<file path="src/rtl/mcu_bridge_pkg.sv">
// Shared types and lane helpers for the MCU-to-qword memory bridge.
package mcu_bridge_pkg;

  localparam int unsigned QW_BITS = 64;
  localparam int unsigned LANES   = 8;
  localparam int unsigned OFF_W   = 3;
  localparam int unsigned ADDR_W  = 45;
  localparam int unsigned QADDR_W = ADDR_W - OFF_W;
  localparam int unsigned DATA_W  = 32;
  localparam int unsigned SIZE_W  = 2;

  typedef enum logic [SIZE_W-1:0] {
    SZ_B = 2'b00,
    SZ_W = 2'b01,
    SZ_D = 2'b10
  } size_e;

  typedef struct packed {
    logic               cmd;
    logic [QADDR_W-1:0] qaddr;
    logic [LANES-1:0]   be;
    logic [QW_BITS-1:0] data;
  } req_t;

  typedef struct packed {
    size_e             size;
    logic [OFF_W-1:0]  off;
  } trk_t;

  localparam int unsigned REQ_W = $bits(req_t);
  localparam int unsigned TRK_W = $bits(trk_t);

  // Encoding 2'b11 behaves as a 32-bit access.
  function automatic size_e to_size(input logic [SIZE_W-1:0] s);
    size_e r;
    case (s)
      2'b00:   r = SZ_B;
      2'b01:   r = SZ_W;
      default: r = SZ_D;
    endcase
    return r;
  endfunction

  function automatic logic [OFF_W-1:0] align_off(input size_e size, input logic [OFF_W-1:0] off);
    logic [OFF_W-1:0] r;
    case (size)
      SZ_W:    r = {off[2:1], 1'b0};
      SZ_D:    r = {off[2], 2'b00};
      default: r = off;
    endcase
    return r;
  endfunction

  function automatic logic [LANES-1:0] byte_en(input size_e size, input logic [OFF_W-1:0] off);
    logic [LANES-1:0] r;
    case (size)
      SZ_B:    r = 8'h01 << off;
      SZ_W:    r = 8'h03 << off;
      default: r = 8'h0F << off;
    endcase
    return r;
  endfunction

  function automatic logic [QW_BITS-1:0] lane_data(input logic [DATA_W-1:0] d, input size_e size,
                                                   input logic [OFF_W-1:0] off);
    logic [DATA_W-1:0] m;
    case (size)
      SZ_B:    m = {24'h0, d[7:0]};
      SZ_W:    m = {16'h0, d[15:0]};
      default: m = d;
    endcase
    return QW_BITS'(m) << {off, 3'b000};
  endfunction

  function automatic logic [DATA_W-1:0] extract(input logic [QW_BITS-1:0] data, input size_e size,
                                                input logic [OFF_W-1:0] off);
    logic [QW_BITS-1:0] sh;
    logic [DATA_W-1:0]  r;
    sh = data >> {off, 3'b000};
    case (size)
      SZ_B:    r = {24'h0, sh[7:0]};
      SZ_W:    r = {16'h0, sh[15:0]};
      default: r = sh[DATA_W-1:0];
    endcase
    return r;
  endfunction

endpackage

</file>
<file path="src/rtl/mcu_bridge_if.sv">
// Bridge bus bundle: MCU request/return side plus the qword memory side.
interface mcu_bridge_if;
  import mcu_bridge_pkg::*;

  logic                ACT;
  logic                CMD;
  logic [SIZE_W-1:0]   SIZE;
  logic [ADDR_W-1:0]   ADDRESS;
  logic [DATA_W-1:0]   DTo;
  logic                NEXT;
  logic                DRDY;
  logic [DATA_W-1:0]   DTi;

  logic                MACT;
  logic                MCMD;
  logic [QADDR_W-1:0]  MADDR;
  logic [LANES-1:0]    MBE;
  logic [QW_BITS-1:0]  MDTO;
  logic                MNEXT;
  logic                MDRDY;
  logic [QW_BITS-1:0]  MDTI;

  // Environment view: the microcontroller and the memory bus agent.
  modport master (
    output ACT, CMD, SIZE, ADDRESS, DTo, MNEXT, MDRDY, MDTI,
    input  NEXT, DRDY, DTi, MACT, MCMD, MADDR, MBE, MDTO
  );

  // Bridge view.
  modport slave (
    input  ACT, CMD, SIZE, ADDRESS, DTo, MNEXT, MDRDY, MDTI,
    output NEXT, DRDY, DTi, MACT, MCMD, MADDR, MBE, MDTO
  );
endinterface

</file>
<file path="src/rtl/mcu_bridge_fifo.sv">
// Synchronous FIFO with occupancy count; DEPTH must be a power of two.
module mcu_bridge_fifo #(
  parameter int unsigned WIDTH = 8,
  parameter int unsigned DEPTH = 4
) (
  input  logic                     clk,
  input  logic                     rst_n,
  input  logic                     push,
  input  logic                     pop,
  input  logic [WIDTH-1:0]         wdata,
  output logic [WIDTH-1:0]         rdata,
  output logic                     full,
  output logic                     empty,
  output logic [$clog2(DEPTH):0]   count
);

  localparam int unsigned AW = $clog2(DEPTH);
  localparam int unsigned CW = AW + 1;

  logic [WIDTH-1:0] mem [DEPTH];
  logic [AW-1:0]    wr_ptr;
  logic [AW-1:0]    rd_ptr;
  logic             do_push;
  logic             do_pop;

  assign full    = (count == CW'(DEPTH));
  assign empty   = (count == '0);
  assign do_push = push & ~full;
  assign do_pop  = pop & ~empty;
  assign rdata   = mem[rd_ptr];

  always_ff @(posedge clk or negedge rst_n) begin
    if (!rst_n) begin
      wr_ptr <= '0;
      rd_ptr <= '0;
      count  <= '0;
    end else begin
      if (do_push) wr_ptr <= wr_ptr + AW'(1);
      if (do_pop)  rd_ptr <= rd_ptr + AW'(1);
      case ({do_push, do_pop})
        2'b10:   count <= count + CW'(1);
        2'b01:   count <= count - CW'(1);
        default: count <= count;
      endcase
    end
  end

  // Storage is not reset; consumers gate the head with empty.
  always_ff @(posedge clk) begin
    if (do_push) mem[wr_ptr] <= wdata;
  end

endmodule

</file>
<file path="src/rtl/mcu_mem_bridge.sv">
// MCU byte/half/word accesses to 64-bit qword bus with byte enables,
// posted request FIFO and in-order read return tracking.
module mcu_mem_bridge
  import mcu_bridge_pkg::*;
#(
  parameter int unsigned RQ_DEPTH = 4,
  parameter int unsigned RD_DEPTH = 4
) (
  input  logic             CLK,
  input  logic             RESET,
  mcu_bridge_if.slave      bus,
  output logic             ERR,
  output logic             IDLE
);

  localparam int unsigned RQ_CW = $clog2(RQ_DEPTH) + 1;
  localparam int unsigned RD_CW = $clog2(RD_DEPTH) + 1;

  size_e             acc_size;
  logic [OFF_W-1:0]  acc_off;
  req_t              acc_req;
  trk_t              acc_trk;
  req_t              head;
  trk_t              trk_head;

  logic              ready_q;
  logic              accept;
  logic              rq_pop;
  logic              rq_full;
  logic              rq_empty;
  logic [RQ_CW-1:0]  rq_cnt;
  logic              trk_pop;
  logic              trk_full;
  logic              trk_empty;
  logic [RD_CW-1:0]  trk_cnt;
  logic              drdy_q;
  logic [DATA_W-1:0] dti_q;

  // Request formation: align offset per size, build lanes and enables.
  always_comb begin
    acc_size      = to_size(bus.SIZE);
    acc_off       = align_off(acc_size, bus.ADDRESS[OFF_W-1:0]);
    acc_req       = '0;
    acc_req.cmd   = bus.CMD;
    acc_req.qaddr = bus.ADDRESS[ADDR_W-1:OFF_W];
    acc_req.be    = byte_en(acc_size, acc_off);
    acc_req.data  = lane_data(bus.DTo, acc_size, acc_off);
    acc_trk       = '0;
    acc_trk.size  = acc_size;
    acc_trk.off   = acc_off;
  end

  // Tracker holds every accepted read not yet returned, so full means no read slot.
  assign bus.NEXT = ready_q & ~rq_full & (~bus.CMD | ~trk_full);
  assign accept   = bus.ACT & bus.NEXT;
  assign rq_pop   = ~rq_empty & bus.MNEXT;
  assign trk_pop  = bus.MDRDY & ~trk_empty;

  mcu_bridge_fifo #(.WIDTH(REQ_W), .DEPTH(RQ_DEPTH)) u_rq (
    .clk   (CLK),
    .rst_n (RESET),
    .push  (accept),
    .pop   (rq_pop),
    .wdata (acc_req),
    .rdata (head),
    .full  (rq_full),
    .empty (rq_empty),
    .count (rq_cnt)
  );

  mcu_bridge_fifo #(.WIDTH(TRK_W), .DEPTH(RD_DEPTH)) u_trk (
    .clk   (CLK),
    .rst_n (RESET),
    .push  (accept & bus.CMD),
    .pop   (trk_pop),
    .wdata (acc_trk),
    .rdata (trk_head),
    .full  (trk_full),
    .empty (trk_empty),
    .count (trk_cnt)
  );

  assign bus.MACT  = ~rq_empty;
  assign bus.MCMD  = rq_empty ? 1'b0 : head.cmd;
  assign bus.MADDR = rq_empty ? '0 : head.qaddr;
  assign bus.MBE   = rq_empty ? '0 : head.be;
  assign bus.MDTO  = rq_empty ? '0 : head.data;

  assign bus.DRDY  = drdy_q;
  assign bus.DTi   = dti_q;

  // Read return, sticky error and idle status.
  always_ff @(posedge CLK or negedge RESET) begin
    if (!RESET) begin
      ready_q <= 1'b0;
      drdy_q  <= 1'b0;
      dti_q   <= '0;
      ERR     <= 1'b0;
      IDLE    <= 1'b1;
    end else begin
      ready_q <= 1'b1;
      drdy_q  <= trk_pop;
      if (trk_pop) dti_q <= extract(bus.MDTI, trk_head.size, trk_head.off);
      if (bus.MDRDY && trk_empty) ERR <= 1'b1;
      IDLE    <= (rq_cnt == '0) && (trk_cnt == '0);
    end
  end

endmodule

</file>
<file path="src/flat_wrapper.sv">
// flat-port wrapper written by rule: the top's interface ports become plain ports
module mcu_mem_bridge_flat import mcu_bridge_pkg::*;
#(
  parameter int unsigned RQ_DEPTH = 4,
  parameter int unsigned RD_DEPTH = 4
)
  (CLK, RESET, ERR, IDLE, bus_ACT, bus_CMD, bus_SIZE, bus_ADDRESS, bus_DTo, bus_MNEXT, bus_MDRDY, bus_MDTI, bus_NEXT, bus_DRDY, bus_DTi, bus_MACT, bus_MCMD, bus_MADDR, bus_MBE, bus_MDTO);
  mcu_bridge_if bus_i ();
  input  logic CLK;
  input  logic RESET;
  output logic ERR;
  output logic IDLE;
  input wire logic [$bits(bus_i.ACT)-1:0] bus_ACT;
  input wire logic [$bits(bus_i.CMD)-1:0] bus_CMD;
  input wire logic [$bits(bus_i.SIZE)-1:0] bus_SIZE;
  input wire logic [$bits(bus_i.ADDRESS)-1:0] bus_ADDRESS;
  input wire logic [$bits(bus_i.DTo)-1:0] bus_DTo;
  input wire logic [$bits(bus_i.MNEXT)-1:0] bus_MNEXT;
  input wire logic [$bits(bus_i.MDRDY)-1:0] bus_MDRDY;
  input wire logic [$bits(bus_i.MDTI)-1:0] bus_MDTI;
  output wire logic [$bits(bus_i.NEXT)-1:0] bus_NEXT;
  output wire logic [$bits(bus_i.DRDY)-1:0] bus_DRDY;
  output wire logic [$bits(bus_i.DTi)-1:0] bus_DTi;
  output wire logic [$bits(bus_i.MACT)-1:0] bus_MACT;
  output wire logic [$bits(bus_i.MCMD)-1:0] bus_MCMD;
  output wire logic [$bits(bus_i.MADDR)-1:0] bus_MADDR;
  output wire logic [$bits(bus_i.MBE)-1:0] bus_MBE;
  output wire logic [$bits(bus_i.MDTO)-1:0] bus_MDTO;
  assign bus_i.ACT = bus_ACT;
  assign bus_i.CMD = bus_CMD;
  assign bus_i.SIZE = bus_SIZE;
  assign bus_i.ADDRESS = bus_ADDRESS;
  assign bus_i.DTo = bus_DTo;
  assign bus_i.MNEXT = bus_MNEXT;
  assign bus_i.MDRDY = bus_MDRDY;
  assign bus_i.MDTI = bus_MDTI;
  assign bus_NEXT = bus_i.NEXT;
  assign bus_DRDY = bus_i.DRDY;
  assign bus_DTi = bus_i.DTi;
  assign bus_MACT = bus_i.MACT;
  assign bus_MCMD = bus_i.MCMD;
  assign bus_MADDR = bus_i.MADDR;
  assign bus_MBE = bus_i.MBE;
  assign bus_MDTO = bus_i.MDTO;
  mcu_mem_bridge #(.RQ_DEPTH(RQ_DEPTH), .RD_DEPTH(RD_DEPTH)) u_core (.CLK(CLK), .RESET(RESET), .bus(bus_i), .ERR(ERR), .IDLE(IDLE));
endmodule
</file>
<file path="config.mk">
export PLATFORM = sky130hd
export DESIGN_NAME = mcu_mem_bridge_flat
export DESIGN_NICKNAME = d
export VERILOG_FILES = /design/src/rtl/mcu_bridge_pkg.sv /design/src/rtl/mcu_bridge_if.sv /design/src/rtl/mcu_bridge_fifo.sv /design/src/rtl/mcu_mem_bridge.sv /design/src/flat_wrapper.sv
export SDC_FILE = /design/constraint.sdc
export NUM_CORES = 1
export LEC_CHECK = 0
export CAP_MARGIN = 20
export CORE_ASPECT_RATIO = 0.6
export CORE_UTILIZATION = 55
export DETAILED_ROUTE_END_ITERATION = 7
export PLACE_DENSITY = 0.77
export SLEW_MARGIN = 25
export SYNTH_ARGS = -nofsm -noshare
export SYNTH_HDL_FRONTEND = slang
export SYNTH_SLANG_ARGS = --single-unit
</file>
<file path="constraint.sdc">
create_clock -name CLK -period 5.8 [get_ports CLK]
set_clock_uncertainty 0.1 [all_clocks]
set_input_delay 1.45 -clock CLK [delete_from_list [all_inputs] [get_ports CLK]]
set_output_delay 1.45 -clock CLK [all_outputs]
set_load 0.03 [all_outputs]
</file>
==> impl_metrics.yaml <==
outcome:
  status: "finished with violations"
  violations: "design-rule violations"
drt:
  drt_iter0_drc: 1191
  drt_first_pass_iters: 8
  vias: 12647
  ant_nets: 0
  drc: 11
  avgRoutedWirePerCell_um: 24.41
  wirelength_um: 51840
  via_per_inst: 5.954
layout:
  fillers: 2515
  fin_util: 0.6980
  final-seq-area_mm2: 0.01567
  layout_common_cells: "edfxtp_1 (480), clkdlybuf4s50_1 (299), and2_1 (139)"
  synthToLayoutAreaGrowth_pct: 23.86
  mostFrequentLayoutCell: "edfxtp_1"
  drive_gt1_frac: 0.1481
  final_nets: 1715
  instances_no_fill: 2124
  multi_input_area_mm2: 0.006118
critical_path:
  r2r_start: "u_core.u_trk.rd_ptr[0]$_DFFE_PN0P_"
  startpoint_type: "flop"
  cpLargestDelayFamily: "buffers and inverters"
  cp_num_buf_inv: 2
  path_cells: "buf_12 > mux4_2 > and2_1 > clkdlybuf4s50_1"
  crit_path_end_kind: "output port"
  cp_max_fo: 48
  ff2ff_setup_slack_ns: 2.55
  crit_required_ns: 4.25
  cpPeakStageDelay_ns: 0.79
  slowest_stage: "dfrtp_4"
  r2r-end: "u_core.bus.DTi[16]$_DFFE_PN0P_"
  r2r_cells: 4
  cp.arrival_ns: 3.21
  crit_type: "flop to output port"
pwr:
  ir_drop_uv: 324.4
  p_leak_nw: 9.443
  power_density_mw_per_mm2: 540.2
timing:
  setup_tns_ns: 0
  worst_pin_slew_ns: 1.067
  finalCritPeriodShare: 0.8209
  max_clock_freq_ghz: 0.2100
  fin_crit_ns: 4.761
  finalSetupViolations: 0
  rsz0062_at_grt: "no"
  max_slew_margin: 0.2886
  drv_slew: 0
  timing_hold_violations_final: 0
worst_hold_path:
  hold_class: "flop to flop"
  min_to: "u_core.ERR$_DFFE_PN0P_"
  hold_depth: 1
  hp-start: "u_core.ERR$_DFFE_PN0P_"
place:
  gp_congestion: 0.9167
  dpl.hpwl_um: 33470
  place_inst: 2026
  port_buffers: 300
synth:
  async_flop_share: 0.09434
  synth_edf_count: 480
  avgSynthCellArea_um2: 17.64
  syn-cell-area_mm2: 0.02219
  synthesis.nets: 1419
  synth_warnings: 0
  yosysSeqAreaShare: 0.7060
  postSynthCellCount: 1258
  synth_cell_types: 49
  ys.flop_type: "edfxtp_1"
  ys_ff_latch: 530
floorplanning:
  num_rows: 56
  die_w_um: 261.3
  dieArea_mm2: 0.04118
  floorplan.die.height_um: 157.6
  core-area_mm2: 0.03938
  ios: 301
  start_util: 0.5635
cts:
  path_clk_slew_ns: 0.06
  cts_hold_buffers: 0
  cts_resized: 0
  cts_buffer_depth: 3
  cts_inserted_buffers: 48
  clock-sinks: 530
  h-tree-depth: 2
  clock_latency_ns: 0.57
  post-cts-setup-buffers: 0
  cts_tree: "done"
  cts_root_buffer: "clkbuf_16"
global_route:
  grt_pass1_wl_um: 77200
  grt_pass1_vias: 12874
  track_usage: 0.2534
  grt_max_degree: 88
  grt-ovfl-total: 0
  antenna_found_initial: 11
run:
  cap_violations: 0
cell families (layout without fill, tap and decap cells):
group	after synthesis	count (layout)	share of synthesized area
AOI/OAI and AO/OA	132	132	0.04093
xor gates and xnor gates	12	12	0.004736
adders and majority gates	12	12	0.007443
buffers and inverters	95	430	0.01973
DFF	530	530	0.7060
muxes	181	181	0.1495
other	1	10	0.0001690
and+or+nand+nor	295	295	0.07149
worst max-delay path by stage:
| stage | start | end | cells after the start |
|---|---|---|---|
| floorplan | bus_ACT | u_core.u_rq.mem[0][0]$_DFFE_PP_ | 3 |
| global placement | bus_CMD | bus_NEXT | 3 |
| detailed placement | bus_CMD | bus_NEXT | 3 |
| CTS | u_core.u_rq.rd_ptr[0]$_DFFE_PN0P_ | bus_MDTO[7] | 4 |
| global route | u_core.u_rq.rd_ptr[0]$_DFFE_PN0P_ | bus_MDTO[46] | 4 |
| finish | u_core.u_rq.rd_ptr[0]$_DFFE_PN0P_ | bus_MDTO[46] | 4 |
routing by layer:
metal  up-vias  part of all wire  track usage
met2       520              0.47       0.3796
met3        87             0.078      0.05508
met1      6504              0.42       0.3726
met5         -           0.00052            0
met4         4             0.025      0.08721
li1       5532                 -            -
cell usage after synthesis (all sizes together), types with 4 or more instances:
master	count	area, µm²
nor2b	18	122.6
inv	17	63.81
a22oi	16	120.1
a221o	5	50.05
dfrtp	49	1226
ha	10	125.1
nand2	57	214.0
nor3	7	35.03
nor3b	4	30.03
o21ai	19	95.09
nor2	50	187.7
a21oi	27	135.1
and2	143	894.6
buf	35	212.7
and3	8	50.05
xnor2	7	61.31
mux2	4	45.04
clkbuf	43	161.4
nand2b	4	25.02
o22ai	25	156.4
mux2i	57	570.6
a211oi	5	37.54
a32o	15	150.1
xor2	5	43.79
edfxtp	480	14410
a2bb2oi	6	52.55
mux4	120	2703
sequential cells by signal, summed over array words and instances (netlist names):
signal,flops
u_core.IDLE,1
u_core.u_rq.mem,460
u_core.u_rq.wr_ptr,2
u_core.ERR,1
u_core.u_trk.count,3
u_core.bus.DTi,32
u_core.ready_q,1
u_core.u_rq.rd_ptr,2
u_core.u_trk.mem,20
u_core.bus.DRDY,1
u_core.u_rq.count,3
u_core.u_trk.wr_ptr,2
u_core.u_trk.rd_ptr,2
where the power goes:
part / internal, mW / switching [mW] / total (mW)
logic: 2.84 / 3.60 / 6.44
registers: 4.72 / 0.333 / 5.05
clock network: 1.96 / 1.40 / 3.36
metrics by stage:
stage | cell area (µm²) | hold slack [ns] | setup slack, ns | power, mW
after global placement | 25790 | 0.3505 | 1.117 | 11.51
final | 27490 | 0.3695 | 1.039 | 14.85
after global routing | 27480 | 0.3927 | 0.8558 | 15.46
after floorplan | 22190 | 0.3562 | 0.6382 | 9.245
after CTS | 27460 | 0.3693 | 0.9524 | 14.94
after detailed placement | 25790 | 0.3551 | 1.128 | 11.58
cell type report:
cell class,count,area share
Antenna cell,9,0.0008194
Clock buffer,58,0.04579
Clock inverter,31,0.01520
Inverter,17,0.002322
Multi-Input combinational cell,633,0.2226
Sequential cell,530,0.5702
Tap cell,522,0.02376
Timing Repair Buffer,324,0.1193
Power figures use the tool's default switching activity.
